[src/rtl/aes_block_tx_sequencer_pkg.sv]
// Shared constants for the AES block transmit path: FSM encodings and block defaults.
package aes_block_tx_sequencer_pkg;

  localparam logic [2:0] S_IDLE = 3'd0;
  localparam logic [2:0] S_LOAD = 3'd1;
  localparam logic [2:0] S_WAIT = 3'd2;
  localparam logic [2:0] S_DONE = 3'd3;
  localparam logic [2:0] S_ERR  = 3'd4;

  localparam int         AES_BLOCK_BYTES = 16;
  localparam logic [7:0] DEF_SYNC_BYTE   = 8'hA5;

endpackage

[src/rtl/aes_block_tx_sequencer_byte_watchdog.sv]
// Per-byte watchdog: counts cycles while enabled, flags when TIMEOUT_CYCLES-1 is reached.
module byte_watchdog #(
  parameter int TIMEOUT_CYCLES = 200000,
  parameter int TO_W           = 18
) (
  input  logic Clk,
  input  logic Rst,
  input  logic clear,
  input  logic enable,
  output logic expired
);

  logic [TO_W-1:0] cnt;

  assign expired = (cnt == TO_W'(TIMEOUT_CYCLES - 1));

  // Saturate at the expiry value so a stalled FSM never wraps the counter.
  always_ff @(posedge Clk or posedge Rst) begin
    if (Rst)                      cnt <= '0;
    else if (clear)               cnt <= '0;
    else if (enable && !expired)  cnt <= cnt + TO_W'(1);
  end

endmodule

[src/rtl/aes_block_tx_sequencer.sv]
// Streams a latched 128-bit AES block to the UART byte writer, one byte per WriteByteReady.
module aes_block_tx_sequencer
  import aes_block_tx_sequencer_pkg::*;
#(
  parameter int         NBYTES         = AES_BLOCK_BYTES,
  parameter int         MSB_FIRST      = 1,
  parameter int         SYNC_EN        = 0,
  parameter logic [7:0] SYNC_BYTE      = DEF_SYNC_BYTE,
  parameter int         TIMEOUT_CYCLES = 200000,
  parameter int         TO_W           = 18
) (
  input  logic                  Clk,
  input  logic                  Rst,
  input  logic                  start,
  input  logic [8*NBYTES-1:0]   block_in,
  output logic                  busy,
  output logic                  done,
  output logic                  timeout_err,
  output logic [4:0]            bytes_sent,
  output logic                  WriteEn,
  output logic                  loadNewByte,
  output logic [7:0]            writeByte,
  input  logic                  WriteByteReady
);

  localparam int BW    = 8 * NBYTES;
  localparam int IDX_W = $clog2(NBYTES + 1);
  localparam logic [IDX_W-1:0] TOTAL = IDX_W'(NBYTES + ((SYNC_EN != 0) ? 1 : 0));

  logic [2:0]       state;
  logic [BW-1:0]    shReg, src, srcShift;
  logic [IDX_W-1:0] idx;
  logic [7:0]       curByte;
  logic             isSync, wdExp;

  // idx counts bytes already handed to the writer, so the byte chosen at start
  // comes straight from block_in and later bytes from the shift register.
  always_comb begin
    src      = (state == S_IDLE) ? block_in : shReg;
    isSync   = (SYNC_EN != 0) && (state == S_IDLE);
    srcShift = (MSB_FIRST != 0) ? {src[BW-9:0], 8'h00} : {8'h00, src[BW-1:8]};
    if (isSync)              curByte = SYNC_BYTE;
    else if (MSB_FIRST != 0) curByte = src[BW-1 -: 8];
    else                     curByte = src[7:0];
  end

  byte_watchdog #(
    .TIMEOUT_CYCLES (TIMEOUT_CYCLES),
    .TO_W           (TO_W)
  ) uWdog (
    .Clk     (Clk),
    .Rst     (Rst),
    .clear   (state == S_LOAD),
    .enable  (state == S_WAIT),
    .expired (wdExp)
  );

  always_ff @(posedge Clk or posedge Rst) begin
    if (Rst) begin
      state       <= S_IDLE;
      shReg       <= '0;
      idx         <= '0;
      bytes_sent  <= '0;
      busy        <= 1'b0;
      done        <= 1'b0;
      timeout_err <= 1'b0;
      WriteEn     <= 1'b0;
      loadNewByte <= 1'b0;
      writeByte   <= 8'h00;
    end else begin
      done        <= 1'b0;
      loadNewByte <= 1'b0;
      case (state)
        S_IDLE: if (start) begin
          state       <= S_LOAD;
          shReg       <= isSync ? block_in : srcShift;
          idx         <= IDX_W'(1);
          bytes_sent  <= '0;
          timeout_err <= 1'b0;
          busy        <= 1'b1;
          WriteEn     <= 1'b1;
          loadNewByte <= 1'b1;
          writeByte   <= curByte;
        end
        S_LOAD: state <= S_WAIT;
        S_WAIT: begin
          if (WriteByteReady) begin
            if (!((SYNC_EN != 0) && (idx == IDX_W'(1))))
              bytes_sent <= bytes_sent + 5'd1;
            if (idx < TOTAL) begin
              state       <= S_LOAD;
              shReg       <= srcShift;
              idx         <= idx + IDX_W'(1);
              loadNewByte <= 1'b1;
              writeByte   <= curByte;
            end else begin
              state   <= S_DONE;
              busy    <= 1'b0;
              done    <= 1'b1;
              WriteEn <= 1'b0;
            end
          end else if (wdExp) begin
            state       <= S_ERR;
            busy        <= 1'b0;
            timeout_err <= 1'b1;
            WriteEn     <= 1'b0;
          end
        end
        S_DONE, S_ERR: state <= S_IDLE;
        default:       state <= S_IDLE;
      endcase
    end
  end

endmodule

[config.mk]
export PLATFORM = sky130hd
export DESIGN_NAME = aes_block_tx_sequencer
export DESIGN_NICKNAME = d
export VERILOG_FILES = /design/src/rtl/aes_block_tx_sequencer_pkg.sv /design/src/rtl/aes_block_tx_sequencer_byte_watchdog.sv /design/src/rtl/aes_block_tx_sequencer.sv
export SDC_FILE = /design/constraint.sdc
export NUM_CORES = 1
export LEC_CHECK = 0
export BUFFER_PORTS_ARGS = -buffer_cell sky130_fd_sc_hd__buf_2
export CORE_MARGIN = 1
export CORE_UTILIZATION = 35
export DETAILED_ROUTE_END_ITERATION = 16
export REMOVE_ABC_BUFFERS = 1
export SETUP_SLACK_MARGIN = 0.05
export SLEW_MARGIN = 20
export SYNTH_ARGS = -nofsm -noshare
export SYNTH_HDL_FRONTEND = slang
export SYNTH_SLANG_ARGS = --single-unit
[constraint.sdc]
create_clock -name Clk -period 6 [get_ports Clk]
set_input_delay 0.9 -clock Clk [delete_from_list [all_inputs] [get_ports Clk]]
set_output_delay 0.9 -clock Clk [all_outputs]
set_load 0.02 [all_outputs]
==> summary.txt <==
GRT
  • All-layer global routing usage: 0.149
  • First-pass GRT wire length: 26300 microns
  • Antenna violations before repair: 2
  • Sum of overflow across all layers after global routing: 0
  • Via count of the first global-routing pass: 5248
  • Pin count of the biggest net entering global routing: 260

CTS
  • H-tree depth: 4
  • # hold bufs at CTS: 0
  • Setup Fix Bufs, Post-CTS: 0
  • Post-cts resize count: 0
  • Clock root buffer master: sky130_fd_sc_hd__clkbuf_16
  • Number of CTS-inserted buffers: 17
  • Clock transition at path regs: 0.07 ns
  • Max clock buf depth: 2
  • Clock sinks: 163
  • TritonCTS clock tree: built
  • Worst-Skew Late Latency: 0.42 ns

Synth
  • Post-synthesis cell count: 748
  • Biggest area contributors in the synthesized netlist: sky130_fd_sc_hd__dfrtp_1, sky130_fd_sc_hd__mux2i_1, sky130_fd_sc_hd__nand2_1
  • Sequential element share of the synthesized area: 0.534
  • Main combinational cell family by area after synthesis: multiplexers
  • Multiplexer share of the synthesized area: 0.171
  • Number of enable flip-flop cells after synthesis: 0
  • Yosys cell types: 44
  • Adder-cell area share of the yosys netlist: 0.00491
  • Share of synthesized cell area in and, or, nand and nor gates: 0.135
  • Synthesized area: 0.00764 sq mm
  • Synth Area per Inst: 10.2 sq um
  • Top-count cell post-synth: sky130_fd_sc_hd__dfrtp_1
  • Most used DFF post-synth: sky130_fd_sc_hd__dfrtp_1
  • Area share of the largest cell type after synthesis: 0.534
  • Ranking of synthesized cells by instance count: sky130_fd_sc_hd__dfrtp_1, sky130_fd_sc_hd__nand2_1, sky130_fd_sc_hd__mux2i_1
  • Number of warnings printed during yosys synthesis: 0
  • Compound-cell area share of the yosys netlist: 0.115
  • Fraction of synthesized cell area in xor and xnor cells: 0.00573
  • Library cell with the largest summed area after synthesis: sky130_fd_sc_hd__dfrtp_1
  • Register bit count reported by yosys: 163
  • Share of flip-flops with an asynchronous set or reset after synthesis: 1.00

Worst setup path
  • Required time of the worst setup path: 6.26 ns
  • Critical path fanouts, max: 259
  • Worst Setup End Kind: flip-flop
  • Worst reg2reg setup slack: 3.56 ns
  • Critical Setup Path Class: reg -> reg
  • Cell count of the worst reg-to-reg path: 5
  • Arrival time of data at the critical path endpoint: 2.70 ns
  • Terminus of the critical flop-to-flop path: shReg[16]
  • Type of element launching the critical path: flip-flop
  • R2r startpoint: state[1]

Die
  • Full die area: 0.0224 sq mm
  • Die Wd: 150 microns
  • FP Rows: 53
  • Ports: 150
  • Core Footprint: 0.0212 sq mm
  • Starting utilization of the core area: 0.360
  • Die span in y: 150 microns

Timing
  • Crit path time final: 2.44 ns
  • Final Skew: 0.0102 ns
  • Transition time at the pin with the least slew margin: 1.04 ns
  • Highest clock frequency the design can meet: 410 MHz
  • Period Utilization, post-route: 0.407
  • Final Setup Violations: 0
  • Final hold violation count: 0
  • Unrepaired setup endpoints after global routing: no
  • PnR worst setup slack: 3.56 ns
  • Final number of max-transition violations: 0
  • Worst slew margin relative to its limit: 0.309
  • Worst hold slack across all endpoints: 0.459 ns

Placed design
  • Placement-stage cell area: 0.00856 sq mm
  • Quantity of I/O buffers inserted on ports: 149
  • Setup WS pre-CTS: 3.40 ns
  • Post-detailed-placement half-perimeter wirelength: 10100 microns
  • Routability cong.: 0.760

Route
  • Average wire per cell in the routed design: 13.8 microns
  • Number of design rule violations left after detail routing: 0
  • Post-route ant nets: 0
  • DRC violation total after the first TritonRoute iteration: 252
  • Vias/cell: 4.79
  • TritonRoute pass-1 iters: 4
  • Detailed Route WL: 16000 microns
  • Vias after detailed routing: 5536

Run
  • Max-capacitance violation count: 0

Pwr
  • Pwr dens: 470 mW/mm^2
  • Leakage dissipation: 4.47 nW
  • Peak VDD IR: 0.287 mV

Final layout
  • Area growth syn-to-layout: 19.5%
  • Finished Cell Area: 0.00912 sq mm
  • Final-layout fill cell count: 2135
  • Sequential cell area: 0.00408 sq mm
  • Fin util: 0.430
  • Layout cells sized above 1: 0.219
  • Combined area of the multi-input logic cells: 0.00331 sq mm
  • Layout Nets: 1002

Worst hold path
  • Classification of the worst-slack hold path: in -> async

Status
  • Result of the run: finished clean
[cells in the final DEF, fill, tap and decap left out, types with 4 or more instances in the layout]
cell type / Yosys / final
sky130_fd_sc_hd__a21oi_1: 11 / 11
sky130_fd_sc_hd__and3_1: 8 / 8
sky130_fd_sc_hd__buf_2: 29 / 149
sky130_fd_sc_hd__clkbuf_16: 0 / 17
sky130_fd_sc_hd__clkinv_4: 0 / 4
sky130_fd_sc_hd__dfrtp_1: 163 / 163
sky130_fd_sc_hd__mux2i_1: 129 / 129
sky130_fd_sc_hd__nand2_1: 157 / 157
sky130_fd_sc_hd__nand2b_1: 6 / 6
sky130_fd_sc_hd__nand3_1: 7 / 7
sky130_fd_sc_hd__nand4_1: 8 / 8
sky130_fd_sc_hd__nor2_1: 12 / 12
sky130_fd_sc_hd__nor3_1: 5 / 4
sky130_fd_sc_hd__o21ai_0: 93 / 93
sky130_fd_sc_hd__o21ai_1: 41 / 41
sky130_fd_sc_hd__o31ai_1: 4 / 4
sky130_fd_sc_hd__xor2_1: 4 / 4
[critical path, cell delays in order (launching register included)]
cell and delay (ns):
sky130_fd_sc_hd__dfrtp_1 0.55, sky130_fd_sc_hd__nor3b_4 0.75, sky130_fd_sc_hd__a21oi_4 0.12, sky130_fd_sc_hd__buf_12 0.28, sky130_fd_sc_hd__nand2_1 0.21, sky130_fd_sc_hd__o21ai_0 0.11
[routing by layer]
metal	vias to the layer above	wire [microns]	track usage	part of all wire
met3	18	1130	0.0573	0.071
met4	4	210	0.0455	0.013
met5	-	23	0	0.0014
met2	137	6580	0.208	0.41
li1	2858	-	-	-
met1	2519	8010	0.211	0.50
[logic make-up (layout without fill, tap and decap cells)]
group / after synthesis / count (layout)
xor gates and xnor gates: 5 / 5
AOI/OAI and AO/OA: 164 / 164
DFF: 163 / 163
adders and majority gates: 3 / 3
other: 0 / 1
and+or+nand+nor: 225 / 225
buffers and inverters: 58 / 190
muxes: 130 / 130
[worst max-delay path by stage]
stage	endpoint	start	cells past startpoint
floorplan	shReg[104]	state[0]	3
global placement	writeByte[0]	WriteByteReady	5
detailed placement	shReg[91]	WriteByteReady	5
CTS	uWdog.cnt[15]	state[1]	4
global route	shReg[44]	state[1]	5
finish	shReg[16]	state[1]	5
[registers in the layout, summed over array words and instances, names as in the netlist]
| signal | cells |
|---|---|
| WriteEn | 1 |
| bytes_sent | 5 |
| done | 1 |
| idx | 5 |
| loadNewByte | 1 |
| shReg | 120 |
| state | 3 |
| timeout_err | 1 |
| uWdog.cnt | 18 |
| writeByte | 8 |
[per-stage QoR]
stage | setup TNS (ns) | cells | power [mW]
final | 0 | 1156 | 4.29
after global routing | 0 | 1155 | 4.64
after CTS | 0 | 1155 | 4.35
after detailed placement | 0 | 1123 | 3.29
after global placement | 0 | 1123 | 3.23
after floorplan | -999.46 | 694 | 3.04
[final cells by class]
class                           count  share of cell area
Inverter                            4             0.00219
Clock inverter                     10              0.0110
Sequential cell                   163               0.447
Multi-Input combinational cell    527               0.362
Timing Repair Buffer              154              0.0886
Clock buffer                       22              0.0509
Antenna cell                        1            0.000274
Tap cell                          275              0.0377
[report_power, final]
| group | switching (mW) | internal, mW |
|---|---|---|
| clock network | 0.451 | 0.597 |
| logic | 0.868 | 0.643 |
| registers | 0.212 | 1.52 |
| total | 1.53 | 2.75 |
(Power assumes the default switching activity.)
